### config.mk
export PLATFORM = sky130hd
export DESIGN_NAME = color_point_detector
export DESIGN_NICKNAME = d
export VERILOG_FILES = /design/src/rtl/color_point_detector.sv
export SDC_FILE = /design/constraint.sdc
export NUM_CORES = 1
export LEC_CHECK = 0
export BUFFER_PORTS_ARGS = -buffer_cell sky130_fd_sc_hd__buf_4
export CORE_ASPECT_RATIO = 0.9
export CORE_UTILIZATION = 59
export DETAILED_ROUTE_END_ITERATION = 7
export MAX_ROUTING_LAYER = met4
export PLACE_DENSITY = 0.8
export RECOVER_POWER = 100
export SYNTH_ARGS = -nofsm -noshare
export SYNTH_HDL_FRONTEND = slang
export SYNTH_SLANG_ARGS = --single-unit
### constraint.sdc
create_clock -name clk -period 2.25 [get_ports clk]
set_input_delay 0.225 -clock clk [delete_from_list [all_inputs] [get_ports clk]]
set_output_delay 0.225 -clock clk [all_outputs]
set_load 0.05 [all_outputs]
### src/rtl/color_point_detector.sv
// Colour point detector: classifies YCrCb pixels into four colour classes,
// reports a point once RUN_MIN consecutive same-class pixels are seen on a
// line, and raises frame_flag through vertical blanking for downstream use.
module color_point_detector #(
  parameter int         H_ACTIVE = 640,
  parameter int         V_ACTIVE = 480,
  parameter int         RUN_MIN  = 4,
  parameter int         FLAG_MIN = 64,
  parameter logic [7:0] Y_MIN    = 8'd40,
  parameter logic [7:0] CR_HI    = 8'd160,
  parameter logic [7:0] CR_LO    = 8'd112,
  parameter logic [7:0] CB_HI    = 8'd160,
  parameter logic [7:0] CB_LO    = 8'd112
) (
  input  logic       clk,
  input  logic       reset,
  input  logic       pixel_valid,
  input  logic [7:0] pixel_y,
  input  logic [7:0] pixel_cr,
  input  logic [7:0] pixel_cb,
  input  logic       sol,
  input  logic       sof,
  output logic [1:0] color,
  output logic [9:0] interesting_x,
  output logic [8:0] interesting_y,
  output logic       interesting_flag,
  output logic       frame_flag,
  output logic       overrun
);

  localparam int              BW       = $clog2(FLAG_MIN + 1);
  localparam logic [9:0]      H_LIM    = 10'(H_ACTIVE);
  localparam logic [8:0]      V_LIM    = 9'(V_ACTIVE);
  localparam logic [3:0]      RUN_LIM  = 4'(RUN_MIN);
  localparam logic [BW-1:0]   FLAG_LIM = BW'(FLAG_MIN);
  localparam logic [BW-1:0]   B_ONE    = BW'(1);

  typedef enum logic [1:0] {IDLE, ACTIVE, DRAIN, BLANK} state_e;

  state_e        state_q, state_d;
  logic [9:0]    x_q, x_d, x_eff;
  logic [8:0]    y_q, y_d, y_eff;
  logic          line_start_q, line_start_d, first_eff;
  logic          drain_q, drain_d;
  logic [BW-1:0] blank_q, blank_d;
  logic          frame_flag_q, frame_flag_d;
  logic          overrun_q, overrun_d;
  logic          accept;

  logic          cls_hit;
  logic [1:0]    cls;

  // [0]: stage-1 holds an accepted pixel, [1]: stage-2 holds a point to emit
  logic [1:0]    vld_pipe_q, vld_pipe_d;
  logic          s1_hit_q, s1_hit_d, s1_first_q, s1_first_d;
  logic [1:0]    s1_cls_q, s1_cls_d, prev_cls_q, prev_cls_d, s2_cls_q, s2_cls_d;
  logic [9:0]    s1_x_q, s1_x_d, s2_x_q, s2_x_d;
  logic [8:0]    s1_y_q, s1_y_d, s2_y_q, s2_y_d;
  logic [3:0]    run_q, run_d;
  logic [1:0]    color_q, color_d;
  logic [9:0]    ix_q, ix_d;
  logic [8:0]    iy_q, iy_d;
  logic          iflag_q, iflag_d;

  // Colour class of the incoming pixel, first matching rule wins
  always_comb begin
    cls_hit = 1'b0;
    cls     = 2'd0;
    if (pixel_y >= Y_MIN) begin
      if (pixel_cr >= CR_HI && pixel_cb < CB_LO) begin
        cls_hit = 1'b1; cls = 2'd0;
      end else if (pixel_cb >= CB_HI && pixel_cr < CR_LO) begin
        cls_hit = 1'b1; cls = 2'd1;
      end else if (pixel_cr < CR_LO && pixel_cb < CB_LO) begin
        cls_hit = 1'b1; cls = 2'd2;
      end else if (pixel_cr >= CR_HI && pixel_cb >= CB_HI) begin
        cls_hit = 1'b1; cls = 2'd3;
      end
    end
  end

  // Frame FSM, raster counters, blanking timer and overrun tracking
  always_comb begin
    state_d      = state_q;
    x_d          = x_q;
    y_d          = y_q;
    line_start_d = line_start_q;
    drain_d      = drain_q;
    blank_d      = blank_q;
    frame_flag_d = frame_flag_q;
    overrun_d    = overrun_q;
    x_eff        = x_q;
    y_eff        = y_q;
    first_eff    = line_start_q;
    accept       = 1'b0;
    case (state_q)
      IDLE: begin
        if (sof) begin
          state_d      = ACTIVE;
          x_d          = '0;
          y_d          = '0;
          line_start_d = 1'b1;
        end
      end
      ACTIVE: begin
        if (sof) begin
          // truncated frame: drain what is in flight, do not restart
          state_d   = DRAIN;
          drain_d   = 1'b0;
          overrun_d = 1'b1;
        end else begin
          // a pixel arriving with sol already belongs to the new line
          if (sol) begin
            x_eff     = '0;
            y_eff     = (y_q < V_LIM) ? y_q + 9'd1 : y_q;
            first_eff = 1'b1;
          end
          x_d          = x_eff;
          y_d          = y_eff;
          line_start_d = first_eff;
          if (pixel_valid) begin
            accept = (x_eff < H_LIM) && (y_eff < V_LIM);
            if (x_eff < H_LIM) x_d = x_eff + 10'd1;
            if (accept) begin
              line_start_d = 1'b0;
              if (x_eff == H_LIM - 10'd1 && y_eff == V_LIM - 9'd1) begin
                state_d = DRAIN;
                drain_d = 1'b0;
              end
            end
          end
        end
      end
      DRAIN: begin
        // two cycles lets the last point leave before frame_flag rises
        drain_d = 1'b1;
        if (sof) overrun_d = 1'b1;
        if (drain_q) begin
          state_d = BLANK;
          blank_d = '0;
        end
      end
      BLANK: begin
        frame_flag_d = 1'b1;
        // count only cycles frame_flag is actually visible to consumers
        if (frame_flag_q && blank_q < FLAG_LIM) blank_d = blank_q + B_ONE;
        if (sof) begin
          if (blank_q >= FLAG_LIM) begin
            state_d      = ACTIVE;
            frame_flag_d = 1'b0;
            x_d          = '0;
            y_d          = '0;
            line_start_d = 1'b1;
          end else begin
            overrun_d = 1'b1;
          end
        end
      end
      default: state_d = IDLE;
    endcase
  end

  // Classify -> run count -> output register pipeline
  always_comb begin
    vld_pipe_d    = {1'b0, accept};
    s1_hit_d      = s1_hit_q;
    s1_cls_d      = s1_cls_q;
    s1_first_d    = s1_first_q;
    s1_x_d        = s1_x_q;
    s1_y_d        = s1_y_q;
    run_d         = run_q;
    prev_cls_d    = prev_cls_q;
    s2_cls_d      = s2_cls_q;
    s2_x_d        = s2_x_q;
    s2_y_d        = s2_y_q;
    color_d       = color_q;
    ix_d          = ix_q;
    iy_d          = iy_q;
    iflag_d       = vld_pipe_q[1];
    if (accept) begin
      s1_hit_d   = cls_hit;
      s1_cls_d   = cls;
      s1_first_d = first_eff;
      s1_x_d     = x_eff;
      s1_y_d     = y_eff;
    end
    if (vld_pipe_q[0]) begin
      if (!s1_hit_q)
        run_d = 4'd0;
      else if (s1_first_q || run_q == 4'd0 || s1_cls_q != prev_cls_q)
        run_d = 4'd1;
      else if (run_q < RUN_LIM)
        run_d = run_q + 4'd1;
      prev_cls_d    = s1_cls_q;
      vld_pipe_d[1] = s1_hit_q && (run_d == RUN_LIM);
      s2_cls_d      = s1_cls_q;
      s2_x_d        = s1_x_q;
      s2_y_d        = s1_y_q;
    end
    if (vld_pipe_q[1]) begin
      color_d = s2_cls_q;
      ix_d    = s2_x_q;
      iy_d    = s2_y_q;
    end
  end

  // State registers; reset aborts any frame in progress
  always_ff @(posedge clk or negedge reset) begin
    if (!reset) begin
      state_q      <= IDLE;
      x_q          <= '0;
      y_q          <= '0;
      line_start_q <= 1'b0;
      drain_q      <= 1'b0;
      blank_q      <= '0;
      frame_flag_q <= 1'b0;
      overrun_q    <= 1'b0;
      vld_pipe_q   <= '0;
      s1_hit_q     <= 1'b0;
      s1_cls_q     <= '0;
      s1_first_q   <= 1'b0;
      s1_x_q       <= '0;
      s1_y_q       <= '0;
      run_q        <= '0;
      prev_cls_q   <= '0;
      s2_cls_q     <= '0;
      s2_x_q       <= '0;
      s2_y_q       <= '0;
      color_q      <= '0;
      ix_q         <= '0;
      iy_q         <= '0;
      iflag_q      <= 1'b0;
    end else begin
      state_q      <= state_d;
      x_q          <= x_d;
      y_q          <= y_d;
      line_start_q <= line_start_d;
      drain_q      <= drain_d;
      blank_q      <= blank_d;
      frame_flag_q <= frame_flag_d;
      overrun_q    <= overrun_d;
      vld_pipe_q   <= vld_pipe_d;
      s1_hit_q     <= s1_hit_d;
      s1_cls_q     <= s1_cls_d;
      s1_first_q   <= s1_first_d;
      s1_x_q       <= s1_x_d;
      s1_y_q       <= s1_y_d;
      run_q        <= run_d;
      prev_cls_q   <= prev_cls_d;
      s2_cls_q     <= s2_cls_d;
      s2_x_q       <= s2_x_d;
      s2_y_q       <= s2_y_d;
      color_q      <= color_d;
      ix_q         <= ix_d;
      iy_q         <= iy_d;
      iflag_q      <= iflag_d;
    end
  end

  assign color            = color_q;
  assign interesting_x    = ix_q;
  assign interesting_y    = iy_q;
  assign interesting_flag = iflag_q;
  assign frame_flag       = frame_flag_q;
  assign overrun          = overrun_q;

endmodule

==> metrics list, run 1 <==
* Level count of the clock H-tree: 3
- Finished layout cell area: 5560 sq um
- Final setup fails: 0
- The share of the synthesized area in compound gates (AO/OA/AOI/OAI) was 0.126.
- In this run, synthesis inferred 0 flip-flops with an integrated enable.
* Post-route clock skew: 0.00786 ns
- Worst hold path type: in2reg
- Placeable core region: 8150 sq um
- Summed over all instances, the cell type with the most area after synthesis is sky130_fd_sc_hd__dfrtp_1.
- Power per unit of standard cell area: 847 nW/um^2
- In the routed layout, each cell is associated on average with a via count of 5.98.
* Synth warnings: 0
- From synthesis to final layout, the design area changed by 11.0%.
* Synthesized area per cell: 11.3 sq um
- STA classifies the critical path endpoint as a register.
- Hold_ws: 0.0767 ns
- At the pin with the least slew margin, the transition time is 1.18 ns.
* Maximum ir drop on the vdd rail: 0.687 mV
- The worst path needs 2.18 ns of the cycle, external delays included.
- STA classifies the critical path startpoint as a register.
- Number of instances in the synthesized netlist: 444
* Highest clock rate: 0.459 GHz
* Ratio of cells with drive above 1 in the final layout: 0.213
- CTS tree: built
- Clock latency reported for the late side of the worst-skew pair: 0.38 ns
- The number of endpoints with negative hold slack in the final report is 0.
* Adder and majority gate portion of the synthesized area: 0.0250
- The initialized floorplan defines 31 standard-cell rows.
* Critical path class: reg2reg
- The final route contains 3,592 vias.
* Post-synth ARST share: 1.00
- Sum of negative setup slack: 0 ns
- Die H: 89.4 um
* Maximum buffer depth of the clock tree: 2
- The mapped netlist covers 5010 sq um.
* TritonCTS Sinks: 104
* Top cells by area in the synthesized netlist: sky130_fd_sc_hd__dfrtp_1, sky130_fd_sc_hd__mux2_2, sky130_fd_sc_hd__o21ai_0, sky130_fd_sc_hd__mux2_4, sky130_fd_sc_hd__nand2_1
- Nets: 536
- Final-report max-slew violation count: 0
* Maximum fanout count along the critical path: 5
* Share of the clock period used by the worst path after layout: 0.968
- Synth Register Bits: 104
- Commonest register cell after synthesis: sky130_fd_sc_hd__dfrtp_1
- Simple-gate portion of the synthesized area: 0.130
- The tool flagged a number of max-cap violations equal to 0.
- In this run the count of I/O pins placed on the die edge is 53.
- Router iterations before antenna repair: 5
- Post-synthesis cell type count: 59
- Root Buffer Master: sky130_fd_sc_hd__clkbuf_8
- Number of antenna violations at the first check in global routing: 0
- Buffers placed on the I/O ports in this run total 41.
- After the first detailed-routing iteration, the DRC count stood at 245.
- DRC errors left: 0
* Post-DP HPWL: 6790 um
- Number of global-route vias before repair: 3,515
- Total GRT Usage: 0.247
* RD Place Congestion: 0.895
- Fraction of synthesized area in multiplexers: 0.152
- Number of nets with antenna violations after routing: 0
* Crit path arrival time: 2.46 ns
* Global route total overflow: 0
- Headroom to the max-slew limit came out at 0.217.
- LEAKAGE: 2.58 nW
- By area, the combinational part of the netlist is dominated by multiplexers.
- Counting every net in the synthesized netlist gives 483.
- The die covers 8860 sq um.
- In the final routed layout, each cell accounts on average for 15.9 um.
- The initial utilization of the core area, before any placement, comes to 0.615.
- Top-area cell type share of the netlist area: 0.520
- Post-synthesis share of cell area spent on xor and xnor gates: 0.0122
- TritonCTS created 9 clock buffers.
* Post-detailed-routing wire length: 9580 um
* Antenna fix cells: 0
- Width of the chip: 99.1 um
- Required time worst endpoint: 2.54 ns
- Clock input transition at the sequential cells of the worst setup and hold paths: 0.10 ns
* Global-route wire length before repair: 16,300 um
- The placed instances occupy a cell area of 5500 sq um.
- For this run, the register share of the synthesized area comes to 0.520.
- The run finished with clean final reports.
- Pin count of the biggest net entering global routing: 61
-- final timing paths --
path	startpoint	endpoint	slack [ns]	cells past startpoint
worst min-delay path	sof	frame_flag	0.08	2
min in group asynchronous	reset	interesting_x[8]	0.48	2
worst min register to register	overrun	overrun	0.47	1
max in group asynchronous	reset	s1_cls_q[1]	0.40	3
worst max register to register	state_q[0]	x_q[6]	0.07	6
worst max-delay path	state_q[0]	x_q[6]	0.07	6
-- layout make-up --
class                           instances  area [sq um]
Clock buffer                            9           124
Sequential cell                       104          2600
Inverter                               20          75.1
Fill cell                             647          2590
Timing Repair Buffer                   61           362
Tap cell                               99           124
Multi-Input combinational cell        301          2210
Clock inverter                          7          62.6
-- worst max-delay path: stages, from the launching register on --
cell and delay, ns:
sky130_fd_sc_hd__dfrtp_1 0.44, sky130_fd_sc_hd__inv_1 0.10, sky130_fd_sc_hd__ha_1 0.26, sky130_fd_sc_hd__or4_1 0.63, sky130_fd_sc_hd__nor2_1 0.33, sky130_fd_sc_hd__nand4_1 0.14
sky130_fd_sc_hd__o21ai_0 0.19
-- flip-flops by register name, summed over array words and instances (netlist names) --
register and flops:
y_q 9, x_q 10, line_start_q 1, interesting_x 10
color 2, s1_x_q 10, s2_y_q 9, s1_y_q 9
s1_first_q 1, state_q 2, s2_x_q 10, interesting_y 9
s1_hit_q 1, s1_cls_q 2, vld_pipe_q 2, blank_q 7
frame_flag 1, interesting_flag 1, overrun 1, run_q 4
drain_q 1, s2_cls_q 2
-- repair_timing --
| action | in CTS | in global routing |
|---|---|---|
| buffers inserted | 0 | 1 |
| endpoints found under the setup margin | 0 | 11 |
| endpoints found under the hold margin | 15 | 0 |
| gates resized for setup | 0 | 2 |
| hold buffers | 1 | 0 |
-- power by group --
group	switching, mW	leakage, nW	internal [mW]	total, mW
clock network	0.674	0.0980	0.428	1.10
logic	0.725	1.08	0.539	1.26
registers	0.202	1.40	2.14	2.34
total	1.60	2.58	3.11	4.71
-- cell usage after synthesis (all sizes together), types with 7 or more instances --
cell type,instances
nand4,7
a21oi,13
o31ai,7
mux2i,9
dfrtp,104
nor2,21
buf,7
clkbuf,12
and2,7
mux2,56
a31oi,8
nand2,36
ha,10
nor2b,8
nand3,20
o21ai,41
inv,20
-- cell usage in the layout, fill, tap and decap left out, types with 3 or more instances in the layout --
| master | Yosys | layout |
|---|---|---|
| sky130_fd_sc_hd__buf_4 | 1 | 27 |
| sky130_fd_sc_hd__xor2_1 | 3 | 3 |
| sky130_fd_sc_hd__inv_1 | 20 | 20 |
| sky130_fd_sc_hd__dfrtp_1 | 104 | 104 |
| sky130_fd_sc_hd__a31oi_1 | 7 | 7 |
| sky130_fd_sc_hd__a41o_1 | 3 | 3 |
| sky130_fd_sc_hd__mux2i_1 | 9 | 9 |
| sky130_fd_sc_hd__nand2_1 | 36 | 36 |
| sky130_fd_sc_hd__and3_1 | 4 | 4 |
| sky130_fd_sc_hd__clkbuf_1 | 12 | 27 |
| sky130_fd_sc_hd__nor2_1 | 21 | 21 |
| sky130_fd_sc_hd__ha_1 | 10 | 10 |
| sky130_fd_sc_hd__a21o_1 | 4 | 4 |
| sky130_fd_sc_hd__nand3_1 | 20 | 20 |
| sky130_fd_sc_hd__mux2_1 | 0 | 9 |
| sky130_fd_sc_hd__nand2b_1 | 4 | 4 |
| sky130_fd_sc_hd__xnor2_1 | 4 | 4 |
| sky130_fd_sc_hd__clkbuf_8 | 0 | 9 |
| sky130_fd_sc_hd__o21ai_0 | 40 | 40 |
| sky130_fd_sc_hd__nor2b_1 | 8 | 8 |
| sky130_fd_sc_hd__mux2_2 | 45 | 45 |
| sky130_fd_sc_hd__o31ai_1 | 7 | 7 |
| sky130_fd_sc_hd__a21oi_1 | 11 | 11 |
| sky130_fd_sc_hd__clkbuf_2 | 0 | 4 |
| sky130_fd_sc_hd__and2_1 | 6 | 6 |
| sky130_fd_sc_hd__nand4_1 | 6 | 6 |
| sky130_fd_sc_hd__nor3_1 | 4 | 4 |
| sky130_fd_sc_hd__a2bb2oi_1 | 3 | 3 |
-- routing by layer --
metal  track usage  part of all wire
met4        0.0976             0.018
met3        0.0571             0.045
met2         0.405              0.49
met1         0.301              0.45
met5             -                 0
-- cell families (layout without fill, tap and decap cells) --
family | after synthesis | after routing
fa+ha+maj | 10 | 10
compound gates | 94 | 94
mux | 65 | 65
simple gates | 125 | 125
buf+inv | 39 | 97
xor+xnor | 7 | 7
flops | 104 | 104
-- through the flow --
step	setup WS [ns]	util	power (mW)	std cells
6_report	0.0716	0.682	4.71	601
5_1_grt	-0.0161	0.682	5.01	601
4_1_cts	0.0476	0.700	4.77	600
3_5_place_dp	0.0869	0.676	3.65	583
3_3_place_gp	0.149	0.676	3.57	583
2_1_floorplan	0.139	-	3.25	444
(Power assumes the default switching activity.)
==> run 2: changes to the inputs <==
clock period = 2.4 ns   (was 2.25 ns; I/O delays follow)
==> metrics list, run 2 (synthesized netlist as in run 1, its figures left out) <==
- The leakage power summed over all cells was 2.62 nW (+1.8%).
- The number of endpoints with negative hold slack in the final report is 0 (unchanged).
- The count of antenna-violating nets left after detailed routing came to 0 (unchanged).
- Final setup fails: 0 (unchanged)
* Initial standard-cell utilization of the core: 0.615 (unchanged)
- Global-route wire length before repair: 16,200 um (-0.34%)
* Router iterations before antenna repair: 4 (-1)
- The clock-pin slew on the worst setup and hold paths is 0.10 ns (about the same).
- Switching power share of the total: 0.330 (-0.0102)
- Die Outline Area: 8860 sq um (unchanged)
* RD Place Congestion: 0.949 (+6.0%)
* Worst hold path type: in2reg
- Number of global-route vias before repair: 3,414 (-2.9%)
- The setup slack of the critical path after layout is 0.158 ns (+0.0860 ns).
- Nets: 546 (+1.9%)
- The maximum frequency from static timing analysis is 0.446 GHz (-2.9%).
* Worst slack at placement: -0.0319 ns (-0.119 ns)
- The area growth from synthesis to layout is 12.6%.
* Sort of element at the start of the critical path: register
* Critical-path cell with the highest stage delay: sky130_fd_sc_hd__a2111oi_4
- The biggest cell delay along the critical path is 0.42 ns (-0.21 ns).
- The share of post-route cells with drive strength above 1 was 0.217 (+0.00365).
- The count of clock tree sinks came to 104 (unchanged).
* Relative contribution of combinational cells to total power: 0.267 (about the same)
- Commonest non-fill, non-tap cells in the layout: sky130_fd_sc_hd__dfrtp_1, sky130_fd_sc_hd__mux2_2, sky130_fd_sc_hd__o21ai_0
- Count of buffer and inverter cells on the critical path: 0 (-1)
- The number of pins with negative max-slew slack in the final report was 0 (unchanged).
- Top Family by Delay on Critical Path: compound AO/OA/AOI/OAI gates
* Via density per instance: 5.88 (-1.7%)
* Relative contribution of the clock network to total power: 0.250 (+0.016)
* Width of the chip: 99.1 um (unchanged)
- The placement row count is 31 (unchanged).
- The worst relative slew slack was 0.295 (+0.0789).
- Wire length per cell: 15.9 um (about the same)
* Unrepaired setup endpoints after global routing: no
* Critical path class: reg2reg
- The power after layout came to 4.52 mW (-4.1%).
* Most common cell after layout, fill and taps aside: sky130_fd_sc_hd__dfrtp_1
- Pin count of the biggest net entering global routing: 56 (-8.2%)
- Via count: 3,591 (-0.028%)
- The source-to-sink clock delay at the later pin of the worst-skew pair is 0.37 ns (about the same).
- The antenna diode instance count was 0 (unchanged).
- The total negative setup slack was 0 ns (unchanged).
- The global routing usage summed across all routing layers was 0.243 (-0.00378).
* Number of antenna violations at the first check in global routing: 0 (unchanged)
- Kind of capture point of the worst setup path: register
- The power per cell area is 801 nW/um^2 (-5.4%).
* Shortest period the worst path allows: 2.24 ns (+0.0640 ns)
* Post-detailed-routing wire length: 9730 um (+1.6%)
* Maximum ir drop on the vdd rail: 0.619 mV (-9.9%)
- Hold_ws: 0.111 ns (+0.0346 ns)
- The tree is rooted in a sky130_fd_sc_hd__clkbuf_8.
* Iteration-0 DRC Markers: 245 (unchanged)
- The highest fanout seen on the critical path came to 6 (+1).
* Share of the clock period used by the worst path after layout: 0.934 (-0.0338)
* Placeable core region: 8150 sq um (unchanged)
* CTS tree: built
- Post-DP HPWL: 6750 um (-0.59%)
* Required time worst endpoint: 2.64 ns (+0.10 ns)
- Cell internal power dissipation: 3.03 mW (-2.6%)
* Level count of the clock H-tree: 3 (unchanged)
- Walking the worst path, the cells encountered are nor2b_1 > ha_1 > and4b_1 > nand4_1 > a2111oi_4 > a41o_1 > o311ai_0.
- The data arrival at the endpoint of the critical path is 2.48 ns (+0.02 ns).
- Slew at the pin closest to its max-slew limit: 1.06 ns (-0.118 ns)
- Run status: finished clean
- The number of placed I/O pins is 53 (unchanged).
* Post-route clock skew: 0.00691 ns (-0.000949 ns)
- The count of max-cap constraint violations was 0 (unchanged).
- The total overflow reported by the global router came to 0 (unchanged).
- The number of buffers inserted during clock tree synthesis is 9 (unchanged).
- Maximum buffer depth of the clock tree: 2 (unchanged)
- DRC errors left: 0 (unchanged)
- The number of buffers inserted by port buffering was 41 (unchanged).
- The relative contribution of sequential cells to total power is 0.483 (-0.015).
- The vertical die dimension came to 89.4 um (unchanged).
- The net switching power of the design is 1.49 mW (-6.9%).
[run 2: per-layer routing]
| metal | GRT usage | up-vias | share of wire |
|---|---|---|---|
| li1 | - | 1721 | - |
| met1 | 0.318 | 1764 | 0.46 |
| met2 | 0.397 | 96 | 0.47 |
| met3 | 0.0446 | 10 | 0.050 |
| met4 | 0.0628 | 0 | 0.010 |
| met5 | - | - | 0 |
[run 2: power groups by stage]
stage	clock, mW	combinational [mW]	sequential [mW]
2_1_floorplan	0	0.882	2.17
3_5_place_dp	0	1.22	2.21
4_1_cts	1.16	1.25	2.18
6_report	1.13	1.21	2.18
3_3_place_gp	0	1.17	2.20
5_1_grt	1.23	1.34	2.22
[run 2: stage by stage]
step	cells	instance area (sq um)	utilization
3_3_place_gp	593	5570	0.683
2_1_floorplan	444	5010	-
5_1_grt	611	5640	0.692
6_report	611	5640	0.692
4_1_cts	611	5800	0.712
3_5_place_dp	593	5570	0.683
[run 2: worst paths after layout]
check | start | endpoint | slack (ns) | depth (start not counted)
hold / removal | sof | frame_flag | 0.11 | 2
min in group asynchronous | reset | interesting_x[8] | 0.49 | 2
setup / recovery | x_q[0] | state_q[0] | 0.16 | 7
max in group asynchronous | reset | s1_y_q[3] | 0.61 | 3
hold reg to reg | overrun | overrun | 0.47 | 1
setup reg to reg | x_q[0] | state_q[0] | 0.16 | 7
[run 2: cell type report]
| type | instances | area (sq um) |
|---|---|---|
| inverters | 20 | 75.1 |
| clock buffers | 9 | 124 |
| clock inverters | 7 | 88.8 |
| well taps | 99 | 124 |
| repair buffers | 70 | 414 |
| fillers | 630 | 2510 |
| flip-flops and latches | 104 | 2600 |
| multi-input cells | 302 | 2210 |
[run 2: repair_timing]
action / CTS / global route
cloned: 1 / 0
hold buffers: 1 / 0
endpoints found under the setup margin: 3 / 7
pin swaps: 1 / 1
gates resized for setup: 0 / 2
hold endpoints to repair: 16 / 0
buffers inserted: 0 / 0
[run 2: worst reg2reg max path: cells and delay by family (launching register included)]
family          cells  cell delay, ns
compound gates      3            0.77
fa+ha+maj           1            0.26
flops               1            0.38
simple gates        3            0.70
